**config.mk**
```make
export PLATFORM = sky130hd
export DESIGN_NAME = mem_burst_fsm
export DESIGN_NICKNAME = d
export VERILOG_FILES = /design/src/rtl/mem_burst_pkg.sv /design/src/rtl/mem_burst_fsm.sv
export SDC_FILE = /design/constraint.sdc
export NUM_CORES = 1
export LEC_CHECK = 0
export CORE_ASPECT_RATIO = 0.8
export CORE_UTILIZATION = 49
export CTS_CLUSTER_SIZE = 12
export DETAILED_ROUTE_END_ITERATION = 10
export GPL_TIMING_DRIVEN = 0
export PLACE_DENSITY = 0.79
export SLEW_MARGIN = 20
export SYNTH_ARGS = -nofsm -noshare
export SYNTH_HDL_FRONTEND = slang
export SYNTH_SLANG_ARGS = --single-unit
```
**constraint.sdc**
```tcl
create_clock -name clk -period 1.15 [get_ports clk]
set_input_delay 0.23 -clock clk [delete_from_list [all_inputs] [get_ports clk]]
set_output_delay 0.23 -clock clk [all_outputs]
set_load 0.01 [all_outputs]
```
**src/rtl/mem_burst_pkg.sv**
```systemverilog
// Shared types for the memory burst sequencer: FSM state encoding and a
// small constant helper used to size the shared down-counter.
package mem_burst_pkg;

  typedef enum logic [2:0] {
    IDLE = 3'd0,
    CMD  = 3'd1,
    WAIT = 3'd2,
    XFER = 3'd3,
    DONE = 3'd4
  } state_e;

  function automatic int max_int(input int a, input int b);
    return (a > b) ? a : b;
  endfunction

endpackage

```
**src/rtl/mem_burst_fsm.sv**
```systemverilog
// Memory-access sequencer: one rd/wr command strobe, WAIT_CYC wait states,
// then a ready-stalled burst of data strobes with an incrementing address.
module mem_burst_fsm
  import mem_burst_pkg::*;
#(
  parameter int ADDR_W   = 16,
  parameter int LEN_W    = 4,
  parameter int WAIT_CYC = 2
) (
  input  logic              clk,
  input  logic              rst_n,
  input  logic              go,
  input  logic              we,
  input  logic [LEN_W-1:0]  len,
  input  logic [ADDR_W-1:0] addr_i,
  input  logic              ready,
  input  logic              abort,
  output logic              rd,
  output logic              wr,
  output logic              ds,
  output logic [ADDR_W-1:0] addr_o,
  output logic              busy,
  output logic              done,
  output logic              err
);

  localparam int               CNT_W     = max_int(LEN_W, $clog2(WAIT_CYC + 1));
  localparam bit               HAS_WAIT  = (WAIT_CYC > 0);
  localparam logic [CNT_W-1:0] WAIT_LOAD = HAS_WAIT ? CNT_W'(WAIT_CYC - 1) : '0;

  state_e           state;
  logic             we_q;
  logic [LEN_W-1:0] len_q;
  logic [CNT_W-1:0] cnt;
  logic [1:0]       rst_sync;
  logic             rst_core_n;

  // NOTE: reset asserts asynchronously but releases only after two clock
  // edges, so every flop leaves reset on the same cycle.
  always_ff @(posedge clk or negedge rst_n) begin
    if (!rst_n) rst_sync <= 2'b00;
    else        rst_sync <= {rst_sync[0], 1'b1};
  end

  assign rst_core_n = rst_sync[1];

  // NOTE: all state and outputs use non-blocking assignments so every output
  // is decoded from the next state and updates on the same edge as the state.
  always_ff @(posedge clk or negedge rst_core_n) begin
    if (!rst_core_n) begin
      state  <= IDLE;
      we_q   <= 1'b0;
      len_q  <= '0;
      cnt    <= '0;
      addr_o <= '0;
      rd     <= 1'b0;
      wr     <= 1'b0;
      ds     <= 1'b0;
      busy   <= 1'b0;
      done   <= 1'b0;
      err    <= 1'b0;
    end else begin
      rd   <= 1'b0;
      wr   <= 1'b0;
      ds   <= 1'b0;
      done <= 1'b0;
      err  <= 1'b0;
      busy <= 1'b1;

      case (state)
        IDLE: begin
          if (go) begin
            state  <= CMD;
            we_q   <= we;
            len_q  <= len;
            addr_o <= addr_i;
            rd     <= !we;
            wr     <= we;
          end else begin
            busy <= 1'b0;
          end
        end

        CMD: begin
          if (abort) begin
            state <= DONE;
            done  <= 1'b1;
            err   <= 1'b1;
          end else if (HAS_WAIT) begin
            state <= WAIT;
            cnt   <= WAIT_LOAD;
          end else begin
            state <= XFER;
            cnt   <= CNT_W'(len_q);
            ds    <= 1'b1;
          end
        end

        WAIT: begin
          if (abort) begin
            state <= DONE;
            done  <= 1'b1;
            err   <= 1'b1;
          end else if (cnt == '0) begin
            state <= XFER;
            cnt   <= CNT_W'(len_q);
            ds    <= 1'b1;
          end else begin
            cnt <= cnt - CNT_W'(1);
          end
        end

        XFER: begin
          // ds is always high here, so ready alone marks a completed beat.
          if (ready) addr_o <= addr_o + ADDR_W'(1);
          if (abort) begin
            state <= DONE;
            done  <= 1'b1;
            err   <= 1'b1;
          end else if (ready && cnt == '0) begin
            state <= DONE;
            done  <= 1'b1;
          end else begin
            ds <= 1'b1;
            if (ready) cnt <= cnt - CNT_W'(1);
          end
        end

        DONE: begin
          state <= IDLE;
          busy  <= 1'b0;
        end

        default: begin
          state <= IDLE;
          busy  <= 1'b0;
        end
      endcase
    end
  end

endmodule

```
### Word-level counts from Yosys, hierarchy flattened

Cells that the tools add are included.

* ROM bits: 0
* input port bits: 26
* logic and storage cells: 69
* memories: 0
* output and inout bits: 22
* bits in writable memories: 0
* bits in registers: 35
* bits in latches: 0

* multipliers: 0
* shifts and indexed selects: 0
* add/sub/neg operators: 2
* multiplexer cells: 33
* divide/modulo/power cells: 0
* bitwise logic cells: 0
* $lt $le $gt $ge: 0
* reductions and logical operators: 12
* equal/unequal tests: 11

Operators by type and width (count)
* $mux 16: 2
* $pmux 16 s2: 1
* $mux 4: 6
* $mux 3: 6
* $add 16x1->16 const B: 1
* $mux 1: 13
* $ne 2x2->1 const B: 6
* $pmux 3 s4: 1
* $pmux 4 s3: 1
* $eq 3x2->1 const B: 2
* $ne 3x3->1 const B: 2
* $pmux 1 s2: 3
* $reduce_and 3->1: 2
* $reduce_and 6->1: 1
* $logic_not 4->1: 1
* $sub 4x1->4 const B: 1
* $eq 3x1->1 const B: 1
* $logic_not 3->1: 1
* $reduce_bool 3->1: 1
* $reduce_or 3->1: 1
* $reduce_and 2->1: 1
* $reduce_bool 2->1: 1
* $reduce_or 2->1: 1
* $logic_and 1x1->1: 1
* $logic_not 1->1: 1

### Longest topological paths before layout

Gate-level depths: netlist of the first run.

* depth in word-level cells: 5
* depth in mapped cells: 7
* depth with buffers taken out: 6

### Least setup slack after synthesis of the first run

OpenSTA, ideal clock, no wires.

* path kind: register to register
* from: reg cnt[0]
* to: reg cnt[1]
* stages on the path, launching flop included: 7
* arrival: 1.645 ns
* library setup time: 0.125 ns
* setup slack: -0.620 ns
* buffers on the path: 0
* required time: 1.025 ns
* clock period less this slack: 1.770 ns
* cells stage by stage: dfrtp_1 -> inv_1 -> ha_1 -> or3b_1 -> a21oi_2 -> or2_4 -> mux2_4

* cells in the longest elaborated chain, start to end: 5
* elaborated cells between the ends (all ways): 11
* classes of those cells: 1 x add/sub; 1 x eq/ne; 6 x mux; 3 x reduce/logical

Ends and longest elaborated chain
* start: declaration: RTL line mem_burst_fsm.sv:34 `logic [CNT_W-1:0] cnt;`
* start signal: assignment: RTL line mem_burst_fsm.sv:94 `cnt <= CNT_W'(len_q);`
* start signal: assignment: RTL line mem_burst_fsm.sv:106 `cnt <= CNT_W'(len_q);`
* start signal: assignment: RTL line mem_burst_fsm.sv:109 `cnt <= cnt - CNT_W'(1);`
* $sub 4x1->4: RTL line mem_burst_fsm.sv:109, mem_burst_fsm.sv:125
* $mux 4: RTL line mem_burst_fsm.sv:125 `if (ready) cnt <= cnt - CNT_W'(1);`
* $mux 4: RTL line mem_burst_fsm.sv:120 `end else if (ready && cnt == '0) begin`
* $mux 4: RTL line mem_burst_fsm.sv:116 `if (abort) begin`
* $pmux 4 s3: RTL line mem_burst_fsm.sv:70 `case (state)`

Parallel ways exist; a longest one is shown, timed or not. The select of a mux whose other input is x is not followed.
A chain may end at the register's enable or synchronous reset.

### Final worst setup path of the first run

* from: reg state[1]
* to: reg addr_o[14]

* cells in the longest elaborated chain, start to end: 3
* elaborated cells between the ends (all ways): 7
* classes of those cells: 3 x eq/ne; 1 x mux; 3 x reduce/logical

Ends and longest elaborated chain
* start: declaration: RTL line mem_burst_fsm.sv:31 `state_e state;`
* start signal: assignment: RTL line mem_burst_fsm.sv:51 `state <= IDLE;`
* start signal: assignment: RTL line mem_burst_fsm.sv:73 `state <= CMD;`
* start signal: assignment: RTL line mem_burst_fsm.sv:86 `state <= DONE;`
* $eq 3x2->1 / $logic_not 3->1 (equally long branches): RTL line mem_burst_fsm.sv:70
* $ne 2x2->1 (no line) / $reduce_bool 2->1 (equally long branches)
* $reduce_and 3->1 (no line)
* end signal: assignment: RTL line mem_burst_fsm.sv:76 `addr_o <= addr_i;`
* end signal: assignment: RTL line mem_burst_fsm.sv:115 `if (ready) addr_o <= addr_o + ADDR_W'(1);`
* end: declaration: RTL line mem_burst_fsm.sv:21 `output logic [ADDR_W-1:0] addr_o,`

Parallel ways exist; a longest one is shown, timed or not.

==> results of run 1 <==
[worst max-delay path by stage]
stage / startpoint / end / slack, ps / depth (start not counted)
finish: state[1] / addr_o[14] / -700 / 8
global route: addr_o[4] / addr_o[10] / -770 / 5
global placement: abort / cnt[1] / -660 / 4
detailed placement: cnt[0] / cnt[1] / -680 / 6
floorplan: cnt[0] / cnt[1] / -540 / 6
CTS: cnt[0] / cnt[1] / -570 / 6
[cell type report]
cell class                 instances  share of cell area [%]
clock inverter                     1                  0.1379
multi-input combinational        149                   36.52
buffer                             8                   2.724
clock buffer                       7                   2.103
timing repair buffer             117                   31.07
inverter                          10                   1.034
tap                               55                   1.897
sequential                        35                   24.52
[worst max-delay path: stages, from the launching register on]
cell	delay, ps
dfrtp_1	420
buf_6	160
nor4b_4	340
buf_4	170
a21o_4	120
buf_8	140
buf_8	130
nand4_1	130
nand4_1	160
[kinds of logic (layout without fill, tap and decap cells)]
family | after synthesis | count (layout) | share of synthesized area, %
other cells | 1 | 1 | 0.1895
simple gates | 76 | 76 | 22.69
mux | 7 | 7 | 4.108
compound gates | 63 | 63 | 21.49
flops | 35 | 35 | 44.25
fa+ha+maj | 2 | 2 | 1.264
buf+inv | 21 | 143 | 6.005
[per-stage QoR]
| stage | TNS [ps] | hold slack (ps) |
|---|---|---|
| after floorplan | -7483 | -65.59 |
| after global placement | -28420 | 333.9 |
| after detailed placement | -17030 | 338.0 |
| after CTS | -10660 | 98.96 |
| after global routing | -17420 | 91.55 |
| final | -17400 | 86.20 |
[layout by cell type (no fill, tap or decap), drive strengths merged, types with 5 or more instances in the layout]
cell type       n
dfrtp          35
clkdlybuf4s50  25
nor2           16
o21ai           8
buf            91
clkdlybuf4s15   6
clkbuf         10
a21oi          21
nand2          14
nor3            8
o31ai          10
mux2            6
nand3           8
inv            10
nand4           5
[registers in the layout (all words and copies together), names as in the netlist]
register and count:
len_q 4, addr_o 16, state 3, wr 1, rd 1, rst_sync 2, ds 1, done 1
busy 1, cnt 4, err 1
[power breakdown]
part	internal (mW)	switching (mW)	total [mW]
registers	1.76	0.658	2.42
clock network	0.426	0.493	0.920
logic	3.38	3.42	6.80
total	5.57	4.57	10.1
[metal layers]
metal  GRT usage [%]  part of all wire, %  vias up
met4           15.41                  8.7        0
met5               0                    0        -
met2           55.42                   43      320
li1                -                    -     1004
met3           8.733                   13      125
met1           49.67                   35     1294
[timing repair]
| action | CTS | global route |
|---|---|---|
| hold buffers | 0 | 0 |
| endpoints found under the setup margin | 53 | 45 |
| resized for setup | 124 | 52 |
| pin swaps | 15 | 18 |
| cloned | 2 | 3 |
| buffers inserted | 50 | 21 |
| hold endpoints to repair | 0 | 0 |
==> flow_summary.json, run 1 <==
{
  "yosysTopAreaCell": "dfrtp_1",
  "numCtsBuffers": 5,
  "fin_crit_ps": 1845,
  "die_width_um": 73.06,
  "worst_pin_slew_ps": 810.3,
  "die_y_um": 58.85,
  "num-fill-cells": 98,
  "htree_levels": 2,
  "grt_pass1_vias": 2223,
  "grt-ovfl-total": 0,
  "io_buffers": 47,
  "period_share_pct": 160.5,
  "ys_top_cells_by_area": "dfrtp_1 (44%), a21oi_1 (4.8%), o31ai_1 (3.8%)",
  "r2r-end": "addr_o[14]",
  "worstSetupStartpointType": "flip-flop",
  "route.vias.total": 2743,
  "leakagePower_nw": 1.512,
  "drt_iter0_markers": 474,
  "arrival_ps": 2070,
  "dp_slack_ps": -676.1,
  "core_um2": 3829,
  "violations": "negative setup slack",
  "clockRootBuffer": "clkbuf_8",
  "cts.sinks": 35,
  "grtUsageTotal_pct": 36.38,
  "maxCapViolCount": 0,
  "status": "complete, but fails checks",
  "final_cell_area_um2": 3628,
  "cts_tree": "yes",
  "dp_cells": 307,
  "worstReg2RegStart": "state[1]",
  "wl_per_cell_um": 28.55,
  "fin_util_pct": 94.77,
  "p_per_area_nw_per_um2": 2794,
  "skew_ps": 12.23,
  "synth_cell_types": 53,
  "synth-seq-cells": 35,
  "initial_utilization_pct": 51.70,
  "num_antenna_cells": 0,
  "layout-drive-gt1-share_pct": 55.66,
  "grt_pass1_wl_mm": 11.41,
  "clockBufferDepth": 2,
  "multiInputGateArea_um2": 1325,
  "synth_common_cells": "dfrtp_1 (35), a21oi_1 (19), nor2_1 (16)",
  "relSlewSlack_pct": 45.98,
  "final_cells": 382,
  "synth_nets": 233,
  "hold_path.class": "in2async",
  "antenna_found_initial": 0,
  "rsz0062_at_grt": "yes",
  "timing.fmax_ghz": 0.5419,
  "grt_max_degree": 34,
  "wl_mm": 10.91,
  "avgViaCountPerCell": 7.181,
  "path_class": "reg2reg",
  "nets": 354,
  "ant_nets": 0,
  "end_kind": "flip-flop",
  "die-area_um2": 4299,
  "required_ps": 1370,
  "ys_warn_count": 0,
  "netlist_area_um2": 1979,
  "cp_max_fo": 5,
  "synthFlopType": "dfrtp_1",
  "synth_area_per_cell_um2": 9.656,
  "area_delta_synth_final_pct": 83.31,
  "synth_most_common_cell": "dfrtp_1",
  "seqCellArea_um2": 889.6,
  "dpl_cell_area_um2": 2706,
  "detail_route.first_pass.iterations": 7,
  "worst-r2r-setup-slack_ps": -700,
  "globalplace.congestion": 0.8150,
  "ioPinCount": 48,
  "clock_latency_ps": 300,
  "synthCells": 205,
  "async_flop_share_pct": 100.0,
  "synth_top_area_share_pct": 44.25,
  "setup_viol": 42,
  "maxSlewViolCount": 0,
  "synth-edff-count": 0,
  "fin_ws_ps": -695.2,
  "hold_violations": 0,
  "peakVddDrop_mv": 2.027,
  "total_power_mw": 10.14,
  "reg2reg_depth": 8,
  "yosysSeqAreaShare_pct": 44.25,
  "drc": 0,
  "cts.clk_slew.worst_paths_ps": 80,
  "dp_hpwl_mm": 3.528,
  "fp-row-count": 20
}
Note: power is estimated with default switching activity, not from simulation.
==> inputs of run 2 (changes only) <==
--- a/config.mk
+++ b/config.mk
@@ -9,9 +9,10 @@
 export CORE_UTILIZATION = 49
 export CTS_CLUSTER_SIZE = 12
 export DETAILED_ROUTE_END_ITERATION = 10
-export GPL_TIMING_DRIVEN = 0
+export GPL_TIMING_DRIVEN = 1
 export PLACE_DENSITY = 0.79
 export SLEW_MARGIN = 20
 export SYNTH_ARGS = -nofsm -noshare
 export SYNTH_HDL_FRONTEND = slang
 export SYNTH_SLANG_ARGS = --single-unit
+export TNS_END_PERCENT = 10
==> flow_summary.json, run 2 (synthesized netlist as in run 1, its figures left out) <==
{
  "grt-ovfl-total": 0,
  "route.vias.total": 2594,
  "fp-row-count": 20,
  "num_antenna_cells": 0,
  "wl_per_cell_um": 23.84,
  "crit_slowest_cell": "dfrtp_1",
  "m1WireLength_mm": 3.399,
  "status": "complete, but fails checks",
  "wl_met2_mm": 4.313,
  "path_class": "reg2reg",
  "wl_mm": 9.226,
  "die_y_um": 58.85,
  "cp_max_fo": 3,
  "period_share_pct": 165.0,
  "die-area_um2": 4299,
  "grt_pass1_vias": 2156,
  "maxCapViolCount": 0,
  "arrival_ps": 2050,
  "maxSlewViolCount": 0,
  "layout-drive-gt1-share_pct": 50.30,
  "timing.fmax_ghz": 0.5272,
  "setup_viol": 45,
  "regMostFlops": "addr_o",
  "ant_nets": 0,
  "cp_cell_sequence": "inv_2, ha_4, or3b_1, a21oi_2, buf_4, nor3_2, a211oi_1",
  "worst-r2r-setup-slack_ps": -750,
  "routed-wl-met3_mm": 1.035,
  "drc": 0,
  "required_ps": 1300,
  "clockBufferDepth": 2,
  "total_power_mw": 9.521,
  "antenna_found_initial": 0,
  "layout_common_cells": "buf_4 (57), buf_6 (33), dfrtp_1 (30)",
  "grtUsageTotal_pct": 33.93,
  "cts.clk_slew.worst_paths_ps": 80,
  "reg2reg_depth": 7,
  "worst_pin_slew_ps": 498.0,
  "violations": "negative setup slack",
  "largest_reg_flops": 16,
  "hold_violations": 0,
  "nets": 359,
  "cts.sinks": 35,
  "r2r-end": "cnt[0]",
  "initial_utilization_pct": 51.70,
  "fin_ws_ps": -747.0,
  "detail_route.first_pass.iterations": 5,
  "hold_path.class": "in2async",
  "leakagePower_nw": 1.515,
  "dp_hpwl_mm": 3.959,
  "io_buffers": 47,
  "clock_latency_ps": 300,
  "fin_crit_ps": 1897,
  "globalplace.congestion": 0.8641,
  "drt_iter0_markers": 419,
  "cts_tree": "yes",
  "rsz0062_at_grt": "yes",
  "numCtsBuffers": 5,
  "worstReg2RegStart": "cnt[1]",
  "final_common_cell": "buf_4",
  "cp_top_family": "compound AO/OA/AOI/OAI gates",
  "path_depth": 7,
  "critPathMaxStageDelay_ps": 410,
  "ioPinCount": 48,
  "grt_max_degree": 24,
  "cp.buffers_inverters": 2,
  "grt_pass1_wl_mm": 10.65,
  "die_width_um": 73.06,
  "avgViaCountPerCell": 6.703,
  "top_layer_used": "met4",
  "skew_ps": 11.78,
  "htree_levels": 2,
  "fin_util_pct": 92.32,
  "p_per_area_nw_per_um2": 2694,
  "worstSetupStartpointType": "flip-flop",
  "reg_top3": "addr_o: 16 flops, cnt: 4 flops, len_q: 4 flops",
  "relSlewSlack_pct": 66.52,
  "area_delta_synth_final_pct": 78.57,
  "core_um2": 3829,
  "clockRootBuffer": "clkbuf_8",
  "peakVddDrop_mv": 2.173,
  "end_kind": "flip-flop"
}
==> run 2: final cells by class <==
cell class	count	area [um^2]
inverters	10	37.54
multi-input cells	151	1266
fillers	140	294.0
clock buffers	8	100.1
flip-flops and latches	35	882.1
well taps	55	68.82
repair buffers	128	1180
==> run 2: routing by layer <==
metal	global-route usage, %	vias to the layer above
li1	-	1021
met1	44.91	1264
met2	54.10	251
met3	8.048	58
met4	13.45	0
met5	0	-
==> run 2: metrics by stage <==
step                worst slack, ps  cell area, um^2  TNS [ps]  hold WS [ps]  instances
finish                       -747.0             3535    -13910         99.69        387
global route                 -750.4             3535    -15470         99.23        387
floorplan                    -543.2             2026     -8109        -65.59        205
global placement             -547.7             2945    -15130         182.0        358
CTS                          -517.3             3282     -9969         95.35        372
detailed placement           -613.5             2945    -15610         185.3        358
==> run 2: worst max path at each step <==
stage | from | endpoint | slack (ps)
floorplan | cnt[0] | cnt[1] | -540
global placement | go | addr_o[15] | -550
detailed placement | go | addr_o[15] | -610
CTS | cnt[1] | cnt[1] | -520
global route | cnt[1] | cnt[1] | -750
finish | cnt[1] | cnt[0] | -750
==> run 2: where the power goes <==
part           total (mW)  leakage (nW)  switching (mW)  internal [mW]
registers            2.33         0.413           0.579           1.75
logic                6.16          1.05            2.99           3.17
clock network        1.03        0.0515           0.484          0.548
total                9.52          1.51            4.05           5.47
==> run 2: timing repair <==
action                                  CTS  global route
cloned                                    1             1
hold buffers                              0             0
buffers inserted                          5            14
pin swaps                                12             8
resized for setup                       132            31
endpoints found under the setup margin   54            47
==> inputs of run 3 (changes only) <==
--- a/config.mk
+++ b/config.mk
@@ -7,6 +7,7 @@
 export LEC_CHECK = 0
 export CORE_ASPECT_RATIO = 0.8
 export CORE_UTILIZATION = 49
+export CTS_CLUSTER_DIAMETER = 150
 export CTS_CLUSTER_SIZE = 12
 export DETAILED_ROUTE_END_ITERATION = 10
 export GPL_TIMING_DRIVEN = 1
==> results of run 3 <==
Same layout as run 2: the final DEF is identical, and so are final timing and power.
